File: config.mk
export PLATFORM = sky130hd
export DESIGN_NAME = mist_spi_master
export DESIGN_NICKNAME = d
export VERILOG_FILES = /design/src/rtl/mist_spi_pkg.sv /design/src/rtl/mist_spi_clk_div.sv /design/src/rtl/mist_spi_master.sv
export SDC_FILE = /design/constraint.sdc
export NUM_CORES = 1
export LEC_CHECK = 0
export ABC_CLOCK_PERIOD_IN_PS = 2700
export BUFFER_PORTS_ARGS = -buffer_cell sky130_fd_sc_hd__buf_2
export CORE_UTILIZATION = 40
export CTS_CLUSTER_SIZE = 16
export DETAILED_ROUTE_END_ITERATION = 7
export HOLD_SLACK_MARGIN = 0.03
export MAX_ROUTING_LAYER = met4
export PLACE_DENSITY_LB_ADDON = 0.3
export SLEW_MARGIN = 20
export SYNTH_ARGS = -nofsm -noshare
export SYNTH_HDL_FRONTEND = slang
export SYNTH_HIERARCHICAL = 1
export SYNTH_SLANG_ARGS = --single-unit
File: constraint.sdc
create_clock -name CLOCK_50 -period 2.7 [get_ports CLOCK_50]
set_input_delay 0.27 -clock CLOCK_50 [delete_from_list [all_inputs] [get_ports CLOCK_50]]
set_output_delay 0.27 -clock CLOCK_50 [all_outputs]
set_load 0.05 [all_outputs]
File: src/rtl/mist_spi_pkg.sv
// Shared types for the MiST SPI master: FSM states, select codes and the select decoder.
package mist_spi_pkg;

    typedef enum logic [2:0] {
        ST_IDLE,
        ST_SHIFT,
        ST_HOLD,
        ST_RELEASE,
        ST_GAP
    } spi_state_e;

    localparam logic [1:0] SEL_USER_IO = 2'd0;
    localparam logic [1:0] SEL_DATA_IO = 2'd1;
    localparam logic [1:0] SEL_OSD     = 2'd2;
    localparam logic [1:0] SEL_SD      = 2'd3;

    // Active-low select vector with exactly one bit low, indexed by select code.
    function automatic logic [3:0] sel_to_cs_n(input logic [1:0] sel);
        logic [3:0] cs_n;
        cs_n      = 4'b1111;
        cs_n[sel] = 1'b0;
        return cs_n;
    endfunction

endpackage

File: src/rtl/mist_spi_clk_div.sv
// SCK half-period tick generator: tick is high in the last cycle of every CLK_DIV-cycle window.
// Cleared on byte acceptance so every byte starts on the same phase; frozen while en is low.
module spi_clk_div #(
    parameter int CLK_DIV = 4
) (
    input  logic clk,
    input  logic rst_n,
    input  logic clr,
    input  logic en,
    output logic tick
);

    localparam logic [7:0] CNT_LAST = 8'(CLK_DIV - 1);

    logic [7:0] cnt_q;
    logic [7:0] cnt_d;

    always_comb begin
        cnt_d = cnt_q;
        if (clr) begin
            cnt_d = 8'd0;
        end else if (en) begin
            cnt_d = (cnt_q == CNT_LAST) ? 8'd0 : cnt_q + 8'd1;
        end
    end

    assign tick = en && !clr && (cnt_q == CNT_LAST);

    always_ff @(posedge clk or negedge rst_n) begin
        if (!rst_n) begin
            cnt_q <= 8'd0;
        end else begin
            cnt_q <= cnt_d;
        end
    end

endmodule

File: src/rtl/mist_spi_master.sv
// Byte-wide mode-0 SPI master for the MiST IO controller; rx byte 16*CLK_DIV+1 cycles after accept.
// tx_ready only in IDLE/HOLD; select held across HOLD so multi-byte frames keep one select low.
module mist_spi_master
    import mist_spi_pkg::*;
#(
    parameter int CLK_DIV = 4,
    parameter int CS_GAP  = 4
) (
    input  logic       CLOCK_50,
    input  logic       RESET_N,
    input  logic       tx_valid,
    output logic       tx_ready,
    input  logic [7:0] tx_data,
    input  logic [1:0] tx_sel,
    input  logic       tx_last,
    output logic       rx_valid,
    output logic [7:0] rx_data,
    output logic       busy,
    output logic       SPI_SCK,
    output logic       SPI_DI,
    input  logic       SPI_DO,
    output logic       CONF_DATA0,
    output logic       SPI_SS2,
    output logic       SPI_SS3,
    output logic       SPI_SS4
);

    localparam logic [7:0] GAP_LAST = 8'(CS_GAP - 1);

    spi_state_e state_q, state_d;
    logic [7:0] tx_sh_q, tx_sh_d;
    logic [7:0] rx_sh_q, rx_sh_d;
    logic [7:0] rx_data_q, rx_data_d;
    logic [7:0] gap_q, gap_d;
    logic [3:0] half_q, half_d;
    logic [3:0] cs_n_q, cs_n_d;
    logic       sck_q, sck_d;
    logic       di_q, di_d;
    logic       last_q, last_d;
    logic       tx_ready_q, tx_ready_d;
    logic       rx_valid_q, rx_valid_d;
    logic       accept;
    logic       tick;
    logic       div_en;

    assign accept = tx_valid && tx_ready_q;
    assign div_en = (state_q == ST_SHIFT) || (state_q == ST_RELEASE);

    spi_clk_div #(.CLK_DIV(CLK_DIV)) u_clk_div (
        .clk   (CLOCK_50),
        .rst_n (RESET_N),
        .clr   (accept),
        .en    (div_en),
        .tick  (tick)
    );

    always_comb begin
        state_d    = state_q;
        tx_sh_d    = tx_sh_q;
        rx_sh_d    = rx_sh_q;
        rx_data_d  = rx_data_q;
        gap_d      = gap_q;
        half_d     = half_q;
        cs_n_d     = cs_n_q;
        sck_d      = sck_q;
        di_d       = di_q;
        last_d     = last_q;
        rx_valid_d = 1'b0;

        case (state_q)
            ST_IDLE, ST_HOLD: begin
                if (accept) begin
                    // A HOLD acceptance continues the open frame on its original select.
                    if (state_q == ST_IDLE) begin
                        cs_n_d = sel_to_cs_n(tx_sel);
                    end
                    state_d = ST_SHIFT;
                    tx_sh_d = tx_data;
                    di_d    = tx_data[7];
                    last_d  = tx_last;
                    half_d  = 4'd0;
                    sck_d   = 1'b0;
                end
            end
            ST_SHIFT: begin
                if (tick) begin
                    half_d = half_q + 4'd1;
                    sck_d  = ~sck_q;
                    if (sck_q) begin
                        rx_sh_d = {rx_sh_q[6:0], SPI_DO};
                        if (half_q == 4'd15) begin
                            // Eighth fall: SPI_DI keeps bit 0 while the select stays low.
                            rx_data_d  = {rx_sh_q[6:0], SPI_DO};
                            rx_valid_d = 1'b1;
                            state_d    = last_q ? ST_RELEASE : ST_HOLD;
                        end else begin
                            tx_sh_d = {tx_sh_q[6:0], 1'b0};
                            di_d    = tx_sh_q[6];
                        end
                    end
                end
            end
            ST_RELEASE: begin
                if (tick) begin
                    cs_n_d  = 4'b1111;
                    gap_d   = 8'd0;
                    state_d = ST_GAP;
                end
            end
            ST_GAP: begin
                if (gap_q == GAP_LAST) begin
                    state_d = ST_IDLE;
                end else begin
                    gap_d = gap_q + 8'd1;
                end
            end
            default: state_d = ST_IDLE;
        endcase

        tx_ready_d = (state_d == ST_IDLE) || (state_d == ST_HOLD);
    end

    always_ff @(posedge CLOCK_50 or negedge RESET_N) begin
        if (!RESET_N) begin
            state_q    <= ST_IDLE;
            tx_sh_q    <= 8'd0;
            rx_sh_q    <= 8'd0;
            rx_data_q  <= 8'd0;
            gap_q      <= 8'd0;
            half_q     <= 4'd0;
            cs_n_q     <= 4'b1111;
            sck_q      <= 1'b0;
            di_q       <= 1'b0;
            last_q     <= 1'b0;
            tx_ready_q <= 1'b0;
            rx_valid_q <= 1'b0;
        end else begin
            state_q    <= state_d;
            tx_sh_q    <= tx_sh_d;
            rx_sh_q    <= rx_sh_d;
            rx_data_q  <= rx_data_d;
            gap_q      <= gap_d;
            half_q     <= half_d;
            cs_n_q     <= cs_n_d;
            sck_q      <= sck_d;
            di_q       <= di_d;
            last_q     <= last_d;
            tx_ready_q <= tx_ready_d;
            rx_valid_q <= rx_valid_d;
        end
    end

    assign tx_ready   = tx_ready_q;
    assign rx_valid   = rx_valid_q;
    assign rx_data    = rx_data_q;
    assign busy       = (state_q != ST_IDLE);
    assign SPI_SCK    = sck_q;
    assign SPI_DI     = di_q;
    assign CONF_DATA0 = cs_n_q[SEL_USER_IO];
    assign SPI_SS2    = cs_n_q[SEL_DATA_IO];
    assign SPI_SS3    = cs_n_q[SEL_OSD];
    assign SPI_SS4    = cs_n_q[SEL_SD];

endmodule

==> key figures <==
Outcome
  • Status: finished with violations
  • Failing checks: setup timing

Die
  • Die area: 6770 µm²
  • Initial core utilization: 42.5%
  • I/O pins: 32
  • Core Area: 6060 µm²
  • Cell row count: 28
  • Die X: 82.3 µm
  • Die height: 82.3 µm

Logic synthesis
  • Mapped Cells: 217
  • Ys flop type: dfrtp_1
  • Post-Syn Area: 2580 µm²
  • Synth top area share: 48.5%
  • Yosys warns: 6
  • Mapped Nets: 235
  • EDFF count, synth: 0
  • Largest cells by area after synthesis: dfrtp_1, mux2_2, mux2_4
  • Post-synthesis area per instance: 11.9 µm²
  • Synth Register Bits: 54
  • Number of distinct library cells after synthesis: 45
  • Register area share after synthesis: 52.6%
  • FFs w/ async S/R, synth: 100%
  • Largest area contributor in the netlist: dfrtp_1

STA
  • Max Slew Vio Count: 0
  • Fin crit share: 102%
  • Final setup margin: -0.0500 ns
  • Worst slew pin tran: 0.785 ns
  • TNS Setup: -0.237 ns
  • FMAX: 364 MHz
  • Final hold vios: 0
  • Relative slew slack: 47.7%
  • # setup viols final: 8
  • Final min period: 2.75 ns
  • RSZ-0062 raised after global routing: true
  • Clock Skews: 0.00910 ns

CTS
  • Clock Sinks: 54
  • H-tree levels: 2
  • Clk_lat worst skew: 0.31 ns
  • CTS buffer count: 5
  • Clk slew on worst S/H paths: 0.11 ns
  • Max clock buf depth: 2
  • CTS Root Cell: clkbuf_8
  • TritonCTS clock tree: yes

Critical path
  • CP bufs+invs: 1
  • Worst-path maximum fanout: 8
  • Worst path slowest cell: or4_4
  • CP Capture Type: flop
  • Crit path required time: 2.91 ns
  • Critical Path AT: 2.96 ns
  • Crit-path cells: or4_4 > or4b_4 > nor3b_4 > nand3b_1 > a21o_1 > a21oi_4 > buf_12 > mux2_2
  • CP peak stage delay: 0.54 ns
  • Critical path type: flop to flop
  • Cell family with most CP delay: simple AND/OR/NAND/NOR gates
  • Startpoint type of the worst setup path: flop

Layout
  • Final Instance Count excl. Fillers: 343
  • Area Overhead vs Synth: 20.4%
  • Most common cell after layout, fill and taps aside: dfrtp_1
  • # nets final: 285
  • Commonest non-fill, non-tap cells in the layout: dfrtp_1, buf_2, nand2_1
  • ANT cells: 0
  • Post-Route Utilization: 51.2%
  • Layout fillers: 555
  • Layout cell share with drive strength beyond 1: 39.9%

Detailed routing
  • DRT iter0 DRCs: 137
  • Post-route DRC: 0
  • Final wirelength: 4.66 mm
  • Post-DRT Antenna Nets: 0
  • Via/cell ratio: 5.15
  • DR vias: 1767
  • Average wire per standard cell: 13.6 µm
  • Router iterations before antenna repair: 4

Placed design
  • GP Congestion: 0.810
  • Cells after DPL: 330
  • DP Wirelength: 3.24 mm
  • Post-Place Setup Slack: -0.0878 ns
  • Number of buffers added on ports: 31

Run
  • Max-Cap Viols: 0

Hold path
  • Hold crit path type: primary input to async pin

Power and ir drop
  • Lkg Pwr: 1.45 nW
  • Total power: 2.41 mW
  • Maximum vdd drop: 348 µV
  • PD cells: 776 nW/µm²

Global routing
  • Congestion Overflow GR: 0
  • Number of global-route vias before repair: 1724
  • Initial antenna violation count: 0
  • Global-route wire length before repair: 7.98 mm
  • Largest net degree at the start of global routing: 37
  • GR Util All Layers: 16.2%
[synth_stat cells, types with 2 or more instances]
cell type,instances
dfrtp_1,50
mux2_2,27
nand2_1,20
nor2_1,14
nand3_1,9
mux2_4,8
o21ai_0,8
xor2_1,7
a21oi_1,6
inv_1,5
nand4_1,5
dfstp_2,4
or3_1,4
buf_6,3
clkbuf_1,3
ha_1,3
nand2b_1,3
nand3b_1,3
nor3b_1,3
a211oi_1,2
and2_1,2
and3_1,2
buf_2,2
or2_1,2
xnor2_1,2
[registers in the layout, summed over array words and instances (netlist names)]
| name | cells |
|---|---|
| SPI_DI | 1 |
| SPI_SCK | 1 |
| cs_n_q | 4 |
| gap_q | 8 |
| half_q | 4 |
| last_q | 1 |
| rx_data | 8 |
| rx_sh_q | 7 |
| rx_valid | 1 |
| state_q | 3 |
| tx_ready | 1 |
| tx_sh_q | 7 |
| u_clk_div/cnt_q | 8 |
[metrics by stage]
| step | hold WS (ns) | instance area (µm²) |
|---|---|---|
| floorplan | -0.0256 | 2590 |
| global placement | 0.404 | 2910 |
| detailed placement | 0.407 | 2910 |
| CTS | 0.0520 | 3060 |
| global route | 0.0913 | 3100 |
| finish | 0.0277 | 3100 |
[report_power, final]
| part | switching (mW) | internal (mW) | leakage (nW) |
|---|---|---|---|
| sequential | 0.132 | 0.981 | 0.670 |
| clock | 0.284 | 0.191 | 0.0491 |
| combinational | 0.411 | 0.408 | 0.726 |
| total | 0.827 | 1.58 | 1.45 |
[final timing paths]
kind / start / endpoint / slack [ns] / depth (start not counted)
setup / recovery: u_clk_div/cnt_q[5]$_DFFE_PN0P_ / tx_sh_q[1]$_DFFE_PN0P_ / -0.05 / 8
setup reg to reg: u_clk_div/cnt_q[5]$_DFFE_PN0P_ / tx_sh_q[1]$_DFFE_PN0P_ / -0.05 / 8
min in group CLOCK_50: tx_data[0] / tx_sh_q[0]$_DFFE_PN0P_ / 0.17 / 3
hold reg to reg: tx_sh_q[3]$_DFFE_PN0P_ / tx_sh_q[3]$_DFFE_PN0P_ / 0.51 / 1
max in group asynchronous: RESET_N / state_q[2]$_DFF_PN0_ / 1.94 / 2
hold / removal: RESET_N / u_clk_div/cnt_q[6]$_DFFE_PN0P_ / 0.03 / 1
[layout make-up]
cell class / count / area [µm²] / share of cell area (%)
Tap cell: 75 / 93.8 / 3.02
Clock buffer: 5 / 68.8 / 2.22
Timing Repair Buffer: 51 / 330 / 10.6
Multi-Input combinational cell: 150 / 1210 / 39.0
Clock inverter: 3 / 26.3 / 0.847
Inverter: 5 / 18.8 / 0.605
Sequential cell: 54 / 1360 / 43.7
[logic make-up (layout without fill, tap and decap cells)]
group	after synthesis	after routing	synth area share (%)
adder cells (fa/ha/maj)	3	3	1.46
multiplexers	36	36	16.8
buffers and inverters	13	64	2.86
AO/OA/AOI/OAI	24	24	5.73
XOR/XNOR	9	9	3.06
flip-flops	54	54	52.6
AND/OR/NAND/NOR	78	78	17.4
[metal layers]
metal | vias to the layer above | global-route usage [%] | wire [µm]
li1 | 865 | - | -
met1 | 866 | 21.5 | 2260
met2 | 34 | 24.4 | 2220
met3 | 2 | 3.30 | 154
met4 | 0 | 5.96 | 23
met5 | - | - | 0
[worst reg2reg max path, cell delays in order (launching register included)]
cell and delay (ns):
dfrtp_1 0.39, or4_4 0.54, or4b_4 0.52, nor3b_4 0.24, nand3b_1 0.14, a21o_1 0.22
a21oi_4 0.14, buf_12 0.14, mux2_2 0.33
[repair_timing]
action,in CTS,in global routing
cloned,0,0
hold buffers,0,0
endpoints found under the setup margin,19,24
gates resized for setup,3,11
pin swaps,2,3
buffers inserted,4,1
endpoints found under the hold margin,0,0
No activity file was read; power rests on OpenSTA's default activity.
